$ cat src/rtl/mem_pkg.sv
// Shared definitions for the clearable RAM family: sequencer state encoding and a
// constant-foldable ceil(log2) for tools without a usable $clog2.
package mem_pkg;

  typedef enum logic {
    ST_CLEAR = 1'b0,
    ST_READY = 1'b1
  } state_e;

  function automatic int unsigned clog2(input int unsigned n);
    int unsigned r;
    int unsigned v;
    r = 0;
    v = n - 1;
    while (v > 0) begin
      r++;
      v = v >> 1;
    end
    return r;
  endfunction

endpackage

$ cat src/rtl/ram_clr_seq.sv
// Clear sequencer: walks every word from 0 to DEPTH-1 after reset, then parks in READY.
module ram_clr_seq
  import mem_pkg::*;
#(
  parameter int unsigned DEPTH  = 64,
  parameter int unsigned ADDR_W = clog2(DEPTH)
) (
  input  logic              clk,
  input  logic              reset,
  output logic              busy,
  output logic              clr_we,
  output logic [ADDR_W-1:0] clr_addr
);

  localparam logic [ADDR_W-1:0] LAST = ADDR_W'(DEPTH - 1);

  state_e            state_q, state_d;
  logic [ADDR_W-1:0] ptr_q, ptr_d;

  always_ff @(posedge clk) begin
    if (reset) begin
      state_q <= ST_CLEAR;
      ptr_q   <= '0;
    end else begin
      state_q <= state_d;
      ptr_q   <= ptr_d;
    end
  end

  always_comb begin
    state_d = state_q;
    ptr_d   = ptr_q;
    clr_we  = 1'b0;
    case (state_q)
      ST_CLEAR: begin
        // The reset edge itself must not touch the array.
        clr_we = !reset;
        ptr_d  = ptr_q + 1'b1;
        if (ptr_q == LAST) begin
          state_d = ST_READY;
          ptr_d   = '0;
        end
      end
      ST_READY: ;
      default: state_d = ST_CLEAR;
    endcase
  end

  assign busy     = (state_q == ST_CLEAR);
  assign clr_addr = ptr_q;

endmodule

$ cat src/rtl/ram_clr.sv
// Single-port RAM with registered read, selectable read-during-write behaviour and a
// hardware clear that zeroes every word after reset.
module ram_clr
  import mem_pkg::*;
#(
  parameter int unsigned WIDTH       = 16,
  parameter int unsigned DEPTH       = 64,
  parameter int unsigned WRITE_FIRST = 0,
  localparam int unsigned ADDR_W     = clog2(DEPTH)
) (
  input  logic              clk,
  input  logic              reset,
  input  logic              load,
  input  logic [ADDR_W-1:0] address,
  input  logic [WIDTH-1:0]  in,
  output logic [WIDTH-1:0]  out,
  output logic              busy
);

  logic              clr_we;
  logic [ADDR_W-1:0] clr_addr;
  logic              in_range;
  logic              user_we;
  logic              mem_we;
  logic [ADDR_W-1:0] mem_waddr;
  logic [WIDTH-1:0]  mem_wdata;
  logic [WIDTH-1:0]  mem [DEPTH];

  ram_clr_seq #(
    .DEPTH  (DEPTH),
    .ADDR_W (ADDR_W)
  ) u_seq (
    .clk      (clk),
    .reset    (reset),
    .busy     (busy),
    .clr_we   (clr_we),
    .clr_addr (clr_addr)
  );

  // Only reachable as false when DEPTH is not a power of two.
  assign in_range  = 32'(address) < DEPTH;
  assign user_we   = !reset && !busy && load && in_range;
  assign mem_we    = clr_we || user_we;
  assign mem_waddr = busy ? clr_addr : address;
  assign mem_wdata = busy ? '0 : in;

  always_ff @(posedge clk) begin
    if (mem_we) begin
      mem[mem_waddr] <= mem_wdata;
    end
  end

  // mem[] is read before this edge's write lands, which gives read-first by default.
  always_ff @(posedge clk) begin
    if (reset || busy) begin
      out <= '0;
    end else if (!in_range) begin
      out <= '0;
    end else if ((WRITE_FIRST != 0) && load) begin
      out <= in;
    end else begin
      out <= mem[address];
    end
  end

endmodule

$ cat config.mk
export PLATFORM = sky130hd
export DESIGN_NAME = ram_clr
export DESIGN_NICKNAME = d
export VERILOG_FILES = /design/src/rtl/mem_pkg.sv /design/src/rtl/ram_clr_seq.sv /design/src/rtl/ram_clr.sv
export SDC_FILE = /design/constraint.sdc
export NUM_CORES = 1
export LEC_CHECK = 0
export CAP_MARGIN = 20
export CORE_ASPECT_RATIO = 0.8
export CORE_MARGIN = 3
export CORE_UTILIZATION = 50
export CTS_BUF_LIST = sky130_fd_sc_hd__clkbuf_8
export CTS_CLUSTER_DIAMETER = 30
export CTS_CLUSTER_SIZE = 30
export DETAILED_ROUTE_END_ITERATION = 10
export PLACE_DENSITY_LB_ADDON = 0.1
export SYNTH_ARGS = -nofsm -noshare
export SYNTH_HDL_FRONTEND = slang
export SYNTH_SLANG_ARGS = --single-unit
$ cat constraint.sdc
create_clock -name clk -period 3.66 [get_ports clk]
set_input_delay 0.732 -clock clk [delete_from_list [all_inputs] [get_ports clk]]
set_output_delay 0.732 -clock clk [all_outputs]
set_load 0.05 [all_outputs]
==> flow_metrics.env, run 1 <==
export IMPL_final_common_cell="edfxtp_1"
export IMPL_hold_class="reg -> reg"
export IMPL_fin_crit_ps=3010
export IMPL_via_per_inst=6.11
export IMPL_grt_max_degree=65
export IMPL_synth_fp_nets=1911
export IMPL_antenna_left=0
export IMPL_synth_top_area_cell="edfxtp_1"
export IMPL_dp_hpwl_um=65200
export IMPL_grt_pass1_vias=20823
export IMPL_crit_family="buffers and inverters"
export IMPL_synth_compound_area_share_pct=3.09
export IMPL_cp_required_ps=2930
export IMPL_fin_cells=3361
export IMPL_top_usage_layer="met2"
export IMPL_place_inst=3053
export IMPL_use_met1_pct=36.6
export IMPL_synth_top_area_share_pct=76.3
export IMPL_coreArea_um2=79300
export IMPL_root_buffer="clkbuf_8"
export IMPL_drv_cap=0
export IMPL_synth_xor_area_share_pct=0.0869
export IMPL_crit_arrival_ps=2280
export IMPL_rsz0062_at_grt="false"
export IMPL_die_w_um=323
export IMPL_netlist_top_cells_area="edfxtp_1, mux4_2, mux2i_1"
export IMPL_grt_pass1_wl_um=151000
export IMPL_area_delta_synth_final_pct=16.5
export IMPL_grt_util_all_layers_pct=25.7
export IMPL_leakage_nw=16.4
export IMPL_wl_per_cell_um=31.2
export IMPL_critical_path_class="reg -> out"
export IMPL_synthAdderAreaFrac_pct=0.0310
export IMPL_synth_top_family_by_area="multiplexers"
export IMPL_multi_input_area_um2=8480
export IMPL_final_setup_tns_ps=0
export IMPL_met2_usage_pct=38.7
export IMPL_ys_ff_latch=1047
export IMPL_drt_first_iter_violations=2326
export IMPL_syn_area_um2=40300
export IMPL_synthCells=1885
export IMPL_h_tree_depth=4
export IMPL_cts_setup_buffers=0
export IMPL_gp_congestion=0.843
export IMPL_synth_simple_area_share_pct=2.68
export IMPL_register_area_um2=31200
export IMPL_ios=42
export IMPL_fmax_mhz=333
export IMPL_r2r_setup_slack_ps=1020
export IMPL_synthMuxAreaShare_pct=15.1
export IMPL_hold_viol=0
export IMPL_slew_headroom_pct=27.0
export IMPL_cts_num_sinks=1047
export IMPL_status="completed"
export IMPL_cts_made_buffers=163
export IMPL_dieHeight_um=260
export IMPL_drive_above_1_share_pct=32.4
export IMPL_clk_latency_ps=830
export IMPL_finalCritPeriodShare_pct=82.2
export IMPL_cp_end_kind="primary output"
export IMPL_critPathMaxStageDelay_ps=880
export IMPL_maxSlewViolCount=0
export IMPL_fin_nets=2210
export IMPL_vias=20530
export IMPL_io_buffers=41
export IMPL_ctsLongestPathBuffers=3
export IMPL_fin_skew_ps=31.7
export IMPL_met3_usage_pct=7.48
export IMPL_synthArstFlopShare_pct=0
export IMPL_synth_ff_type="edfxtp_1"
export IMPL_worstPathMaxFanout=1
export IMPL_final_setup_viol_count=0
export IMPL_synth_edf_count=1024
export IMPL_ys_seq_area_share_pct=77.4
export IMPL_startpoint="out[15]"
export IMPL_cts_tree="yes"
export IMPL_dr_pass1_iters=5
export IMPL_die_area_um2=84100
export IMPL_wl_um=105000
export IMPL_drc=0
export IMPL_stdcell_area_um2=47000
export IMPL_hold_buffers=0
export IMPL_synth_cell_type_count=58
export IMPL_ir_worst_vdd_v=0.000407
export IMPL_rows=92
export IMPL_syn_avg_cell_area_um2=21.4
export IMPL_hold_start="u_seq.clr_addr[5]"
export IMPL_clkTransAtPathRegs_ps=70
export IMPL_powerDensity_nw_per_um2=536
export IMPL_yosysWarnings=0
export IMPL_fill_cells=5748
export IMPL_timing_critical_path_buf_inv=1
export IMPL_dpl_cell_area_um2=43100
export IMPL_critPathLaunchType="flop"
export IMPL_path_cells="clkdlybuf4s50_1"
export IMPL_r2r_start="u_seq.state_q"
export IMPL_layout_common_cells="edfxtp_1, mux4_2, buf_4, clkbuf_8, nor2_1"
export IMPL_crit_slowest_cell="clkdlybuf4s50_1"
export IMPL_antenna_found_initial=9
export IMPL_grt_remaining_overflow=0
export IMPL_cts_resized=0
export IMPL_worstMarginPinSlew_ps=1090
export IMPL_start_util_pct=50.8
[flip-flops by register name (all words and copies together) (netlist names)]
signal	flops
u_seq.clr_addr	6
mem	1024
u_seq.state_q	1
out	16
[report_power, final]
| group | internal (mW) | switching (mW) |
|---|---|---|
| clock network | 6.15 | 5.17 |
| logic | 0.355 | 0.489 |
| registers | 13.0 | 0.0129 |
[through the flow]
stage          util, %  setup slack (ps)  hold WS, ps  power [mW]
6_report          59.2               653          596        25.2
5_1_grt           59.2               567          623        26.0
4_1_cts           59.2               558          589        25.4
3_5_place_dp      54.4              94.0          579        14.1
3_3_place_gp      54.4              70.0          544        14.1
2_1_floorplan        -               533          512        13.8
[Yosys cell counts (8+ instances only)]
cell	n
clkbuf_1	25
dfxtp_1	23
mux4_2	236
buf_4	19
o211ai_1	8
a31o_1	8
buf_6	12
o21ai_0	23
a221oi_1	11
nand2_1	82
mux2i_1	47
nand3_1	20
edfxtp_1	1024
and2_1	19
nor2b_1	13
buf_2	43
o22ai_1	35
nor2_1	86
a21oi_1	18
a31oi_1	12
mux2_2	17
o221ai_1	15
[cells by family after synthesis]
kind of cell	count (synthesis)
DFF	1047
and+or+nand+nor	245
muxes	304
AOI/OAI and AO/OA	178
adders and majority gates	1
buffers and inverters	106
xor gates and xnor gates	4
[routing by layer]
| metal | up-vias | part of all wire, % |
|---|---|---|
| met3 | 188 | 9.9 |
| li1 | 8544 | - |
| met4 | 2 | 2.7 |
| met5 | - | 0.0086 |
| met1 | 10800 | 41 |
| met2 | 996 | 46 |
[path summary, 6_finish.rpt]
| kind | cells after the start | endpoint |
|---|---|---|
| worst min-delay path | 2 | u_seq.clr_addr[5] |
| worst max register to register | 7 | out[3] |
| worst max-delay path | 1 | out[15] |
| worst min register to register | 2 | u_seq.clr_addr[5] |
[final cells by class]
cell class / instances / area share [%]
Clock inverter: 140 / 3.36
Antenna cell: 3 / 0.0160
Clock buffer: 165 / 4.84
Tap cell: 1034 / 2.75
Multi-Input combinational cell: 732 / 18.0
Timing Repair Buffer: 236 / 4.50
Inverter: 4 / 0.0320
Sequential cell: 1047 / 66.5
Power figures use the tool's default switching activity.
==> run 2: changes to the inputs <==
clock period = 2.9 ns   (was 3.66 ns; I/O delays follow)
==> run 2 against run 1 <==
Worst hold slack worse by 230 ps. Critical endpoint is now out[7]. Register-to-register slack lost 630 ps. Via count is 1.7% higher. Design area up 2.0%. Cell count is 1.4% higher. Utilization rose by 1.2 points. Clock skew grew 2.3 ps. Sequential power rose by 26%. Critical path depth stayed put. Count of clock-buffer cells in the layout increased by 2. Flip-flop and latch count did not move.
==> flow_metrics.env, run 2 (synthesis results as in run 1) <==
export IMPL_regMostFlops="mem"
export IMPL_hold_class="in -> reg"
export IMPL_dr_pass1_iters=5
export IMPL_cts_resized=0
export IMPL_total_power_mw=30.9
export IMPL_drc=0
export IMPL_crit_arrival_ps=2210
export IMPL_rsz0062_at_grt="false"
export IMPL_p_sw_mw=7.03
export IMPL_start_util_pct=50.8
export IMPL_drv_cap=0
export IMPL_fin_nets=2258
export IMPL_grt_pass1_vias=20936
export IMPL_crit_slowest_cell="clkdlybuf4s50_1"
export IMPL_p_int_mw=23.9
export IMPL_maxSlewViolCount=0
export IMPL_die_area_um2=84100
export IMPL_finalCritPeriodShare_pct=96.3
export IMPL_largest_reg_flops=1024
export IMPL_clkTransAtPathRegs_ps=70
export IMPL_fin_skew_ps=34.0
export IMPL_layout_common_cells="edfxtp_1, mux4_2, clkbuf_8, buf_4, buf_12"
export IMPL_met2_usage_pct=38.4
export IMPL_crit_family="buffers and inverters"
export IMPL_gp_congestion=0.867
export IMPL_worstPathMaxFanout=1
export IMPL_io_buffers=41
export IMPL_h_tree_depth=4
export IMPL_timing_critical_path_buf_inv=1
export IMPL_cts_setup_buffers=0
export IMPL_critPathLaunchType="flop"
export IMPL_ir_worst_vdd_v=0.000502
export IMPL_critical_path_class="reg -> out"
export IMPL_hold_buffers=0
export IMPL_slew_headroom_pct=20.3
export IMPL_grt_pass1_wl_um=152000
export IMPL_p_comb_share_pct=3.7
export IMPL_vias=20870
export IMPL_pwr_share_clk_pct=43.3
export IMPL_ctsLongestPathBuffers=3
export IMPL_fmax_mhz=358
export IMPL_grt_remaining_overflow=0
export IMPL_critPathMaxStageDelay_ps=870
export IMPL_final_common_cell="edfxtp_1"
export IMPL_fin_crit_ps=2790
export IMPL_met3_usage_pct=6.09
export IMPL_hold_viol=0
export IMPL_cp_end_kind="primary output"
export IMPL_p_sw_share_pct=22.7
export IMPL_rows=92
export IMPL_top_usage_layer="met2"
export IMPL_coreArea_um2=79300
export IMPL_use_met1_pct=38.4
export IMPL_cts_num_sinks=1047
export IMPL_clk_latency_ps=830
export IMPL_area_delta_synth_final_pct=18.8
export IMPL_grt_max_degree=65
export IMPL_status="completed"
export IMPL_wl_per_cell_um=30.9
export IMPL_ios=42
export IMPL_dieHeight_um=260
export IMPL_path_cells="clkdlybuf4s50_1"
export IMPL_root_buffer="clkbuf_8"
export IMPL_wl_um=105000
export IMPL_cts_made_buffers=162
export IMPL_antenna_found_initial=3
export IMPL_via_per_inst=6.13
export IMPL_dp_hpwl_um=65200
export IMPL_antenna_left=0
export IMPL_leakage_nw=16.7
export IMPL_cp_required_ps=2320
export IMPL_powerDensity_nw_per_um2=646
export IMPL_final_setup_tns_ps=0
export IMPL_drive_above_1_share_pct=34.2
export IMPL_p_seq_share_pct=53.0
export IMPL_final_setup_viol_count=0
export IMPL_grt_util_all_layers_pct=25.8
export IMPL_die_w_um=323
export IMPL_worstMarginPinSlew_ps=1180
export IMPL_cts_tree="yes"
export IMPL_drt_first_iter_violations=2438
==> run 2: cell types whose count changed in the layout (fill, tap and decap cells not counted), moves of 5 or more <==
cell / before / now
buf_12: 19 / 83
buf_4: 176 / 162
bufinv_16: 23 / 15
clkinv_1: 13 / 20
clkinv_4: 13 / 18
clkinv_8: 8 / 1
inv_1: 18 / 12
inv_6: 16 / 22
inv_8: 13 / 7
nor2_1: 86 / 71
nor2_2: 0 / 15
==> run 2: per-layer routing <==
metal  share of wire [%]  wire length (um)
met4                 2.5              2670
met1                  43             45000
met5                   0                 0
met2                  46             48400
met3                 8.8              9320
==> run 2: cell type report <==
class | count | area [um^2]
diodes | 5 | 12.5
clock buffers | 167 | 2300
clock inverters | 133 | 1260
fillers | 5683 | 31400
inverters | 4 | 15.0
multi-input cells | 732 | 8510
flip-flops and latches | 1047 | 31200
well taps | 1034 | 1290
repair buffers | 285 | 3280
==> run 2: stage by stage <==
step                      instances  hold WS (ps)  instance area [um^2]  setup WS (ps)  utilization [%]
final                          3407           364                 47900            108             60.4
after floorplan                1885           512                 40300          -74.6                -
after CTS                      3402           280                 47900           61.6             60.4
after global routing           3405           364                 47900           16.8             60.4
after detailed placement       3102           556                 44300           -292             55.9
after global placement         3102           545                 44300           -325             55.9
==> run 2: power by group through the flow <==
| stage | logic (mW) | registers, mW | clock network [mW] |
|---|---|---|---|
| final | 1.14 | 16.4 | 13.4 |
| after global routing | 1.19 | 16.4 | 14.4 |
| after CTS | 1.14 | 16.4 | 13.7 |
| after detailed placement | 1.14 | 16.7 | 0 |
| after global placement | 1.14 | 16.7 | 0 |
| after floorplan | 0.658 | 16.7 | 0 |
==> run 2: path summary, 6_finish.rpt <==
path	slack [ps]	startpoint	cells past startpoint	end
worst max-delay path	110	out[7]	1	out[7]
worst min-delay path	360	address[3]	4	out[11]
worst max register to register	390	u_seq.state_q	6	mem[53][3]
worst min register to register	570	u_seq.clr_addr[5]	2	u_seq.clr_addr[5]
==> run 2: worst register-to-register path, stage by stage, from the launching register on <==
cell and delay, ps:
dfxtp_1 330, clkinv_1 400, or3_1 560, o21ai_2 110
nand2_2 290, nor2_1 320, buf_12 200
==> run 3: changes to the inputs <==
clock period = 2.97 ns   (was 2.9 ns; I/O delays follow)
==> run 3 against run 2 <==
Critical endpoint is now out[14]. Sequential power decreased by 2%. Design area is essentially flat. Worst hold slack better by 110 ps. Setup slack worse by 55 ps. Die area unchanged. Critical path type unchanged. Utilization about the same.
==> flow_metrics.env, run 3 (synthesis results as in run 1) <==
export IMPL_final_common_cell="edfxtp_1"
export IMPL_rows=92
export IMPL_grt_max_degree=65
export IMPL_wl_um=105000
export IMPL_hold_class="in -> reg"
export IMPL_fin_skew_ps=35.3
export IMPL_antenna_found_initial=2
export IMPL_hold_start="address[4]"
export IMPL_dp_hpwl_um=66400
export IMPL_cts_made_buffers=161
export IMPL_ir_worst_vdd_v=0.000756
export IMPL_grt_pass1_vias=20818
export IMPL_dieHeight_um=260
export IMPL_die_w_um=323
export IMPL_rsz0062_at_grt="false"
export IMPL_area_delta_synth_final_pct=18.8
export IMPL_h_tree_depth=4
export IMPL_timing_critical_path_buf_inv=1
export IMPL_fmax_mhz=343
export IMPL_cp_required_ps=2380
export IMPL_io_buffers=41
export IMPL_maxSlewViolCount=0
export IMPL_hold_viol=0
export IMPL_antenna_left=0
export IMPL_root_buffer="clkbuf_8"
export IMPL_via_per_inst=6.07
export IMPL_largest_reg_flops=1024
export IMPL_stdcell_area_um2=47900
export IMPL_cp_end_kind="primary output"
export IMPL_grt_remaining_overflow=0
export IMPL_drc=0
export IMPL_critical_path_class="reg -> out"
export IMPL_fin_nets=2267
export IMPL_path_cells="clkdlybuf4s50_1"
export IMPL_drive_above_1_share_pct=34.0
export IMPL_multi_input_area_um2=8490
export IMPL_finalCritPeriodShare_pct=98.2
export IMPL_leakage_nw=16.8
export IMPL_cts_num_sinks=1047
export IMPL_slew_headroom_pct=29.0
export IMPL_cts_setup_buffers=0
export IMPL_drv_cap=0
export IMPL_dp_slack_ps=-336
export IMPL_hold_depth=4
export IMPL_clkTransAtPathRegs_ps=80
export IMPL_crit_family="buffers and inverters"
export IMPL_timing_final_ws_setup_ps=52.2
export IMPL_crit_arrival_ps=2320
export IMPL_fill_cells=5683
export IMPL_hold_buffers=0
export IMPL_worstMarginPinSlew_ps=1060
export IMPL_dr_pass1_iters=5
export IMPL_drt_first_iter_violations=2546
export IMPL_r2r_cells=8
export IMPL_ios=42
export IMPL_grt_pass1_wl_um=151000
export IMPL_worstPathMaxFanout=1
export IMPL_vias=20707
export IMPL_start_util_pct=50.8
export IMPL_critPathMaxStageDelay_ps=920
export IMPL_ctsLongestPathBuffers=3
export IMPL_critPathLaunchType="flop"
export IMPL_fin_crit_ps=2920
export IMPL_clk_latency_ps=830
export IMPL_final_setup_viol_count=0
export IMPL_regMostFlops="mem"
export IMPL_die_area_um2=84100
export IMPL_r2r_setup_slack_ps=310
export IMPL_gp_congestion=0.886
export IMPL_whs_endpoint="out[10]"
export IMPL_dpl_cell_area_um2=44200
export IMPL_layout_common_cells="edfxtp_1, mux4_2, buf_4, clkbuf_8, nand2_1"
export IMPL_status="completed"
export IMPL_crit_slowest_cell="clkdlybuf4s50_1"
export IMPL_r2r_end="out[4]"
export IMPL_coreArea_um2=79300
export IMPL_holdWs_ps=476
export IMPL_final_setup_tns_ps=0
export IMPL_powerDensity_nw_per_um2=637
export IMPL_cts_tree="yes"
export IMPL_cts_resized=0
export IMPL_final_core_util_pct=60.4
export IMPL_grt_util_all_layers_pct=25.7
export IMPL_r2r_start="u_seq.state_q"
export IMPL_register_area_um2=31200
export IMPL_wl_per_cell_um=30.7
==> run 3: cell count changes in the layout (fill, tap and decap cells not counted), sizes merged <==
cell      before  now
diode          5    3
buf          250  260
clkinv        58   55
clkbuf       167  169
clkinvlp      21   18
bufinv        15   21
inv           43   37
==> run 3: worst max path at each step <==
stage	from	to	slack, ps	cells after the start
after floorplan	address[1]	mem[23][0]	-20	8
after global placement	address[2]	out[4]	-450	8
after detailed placement	address[2]	out[4]	-340	8
after CTS	out[14]	out[14]	40	1
after global routing	out[14]	out[14]	40	1
final	out[14]	out[14]	50	1
==> run 3: final cells by class <==
| class | count | area share, % |
|---|---|---|
| Sequential cell | 1047 | 65.2 |
| Multi-Input combinational cell | 732 | 17.7 |
| Timing Repair Buffer | 295 | 6.76 |
| Clock buffer | 169 | 4.86 |
| Clock inverter | 127 | 2.74 |
| Tap cell | 1034 | 2.70 |
| Inverter | 4 | 0.0313 |
| Antenna cell | 3 | 0.0157 |
==> run 3: routing by layer <==
layer	wire length [um]	up-vias	global-route usage (%)	part of all wire, %
li1	-	8664	-	-
met1	44500	10974	38.2	43
met2	48500	940	38.5	46
met3	9260	129	5.77	8.8
met4	2380	0	8.11	2.3
met5	0	-	0	0
==> run 3: where the power goes <==
group          switching, mW  internal, mW
Sequential            0.0161          16.0
Combinational          0.621         0.491
Clock                   6.02          7.33
==> run 3: metrics by stage <==
step                      std cells  total power, mW
after floorplan                1885             17.0
after global placement         3111             17.5
after detailed placement       3111             17.5
after CTS                      3407             30.7
after global routing           3409             31.5
final                          3411             30.5
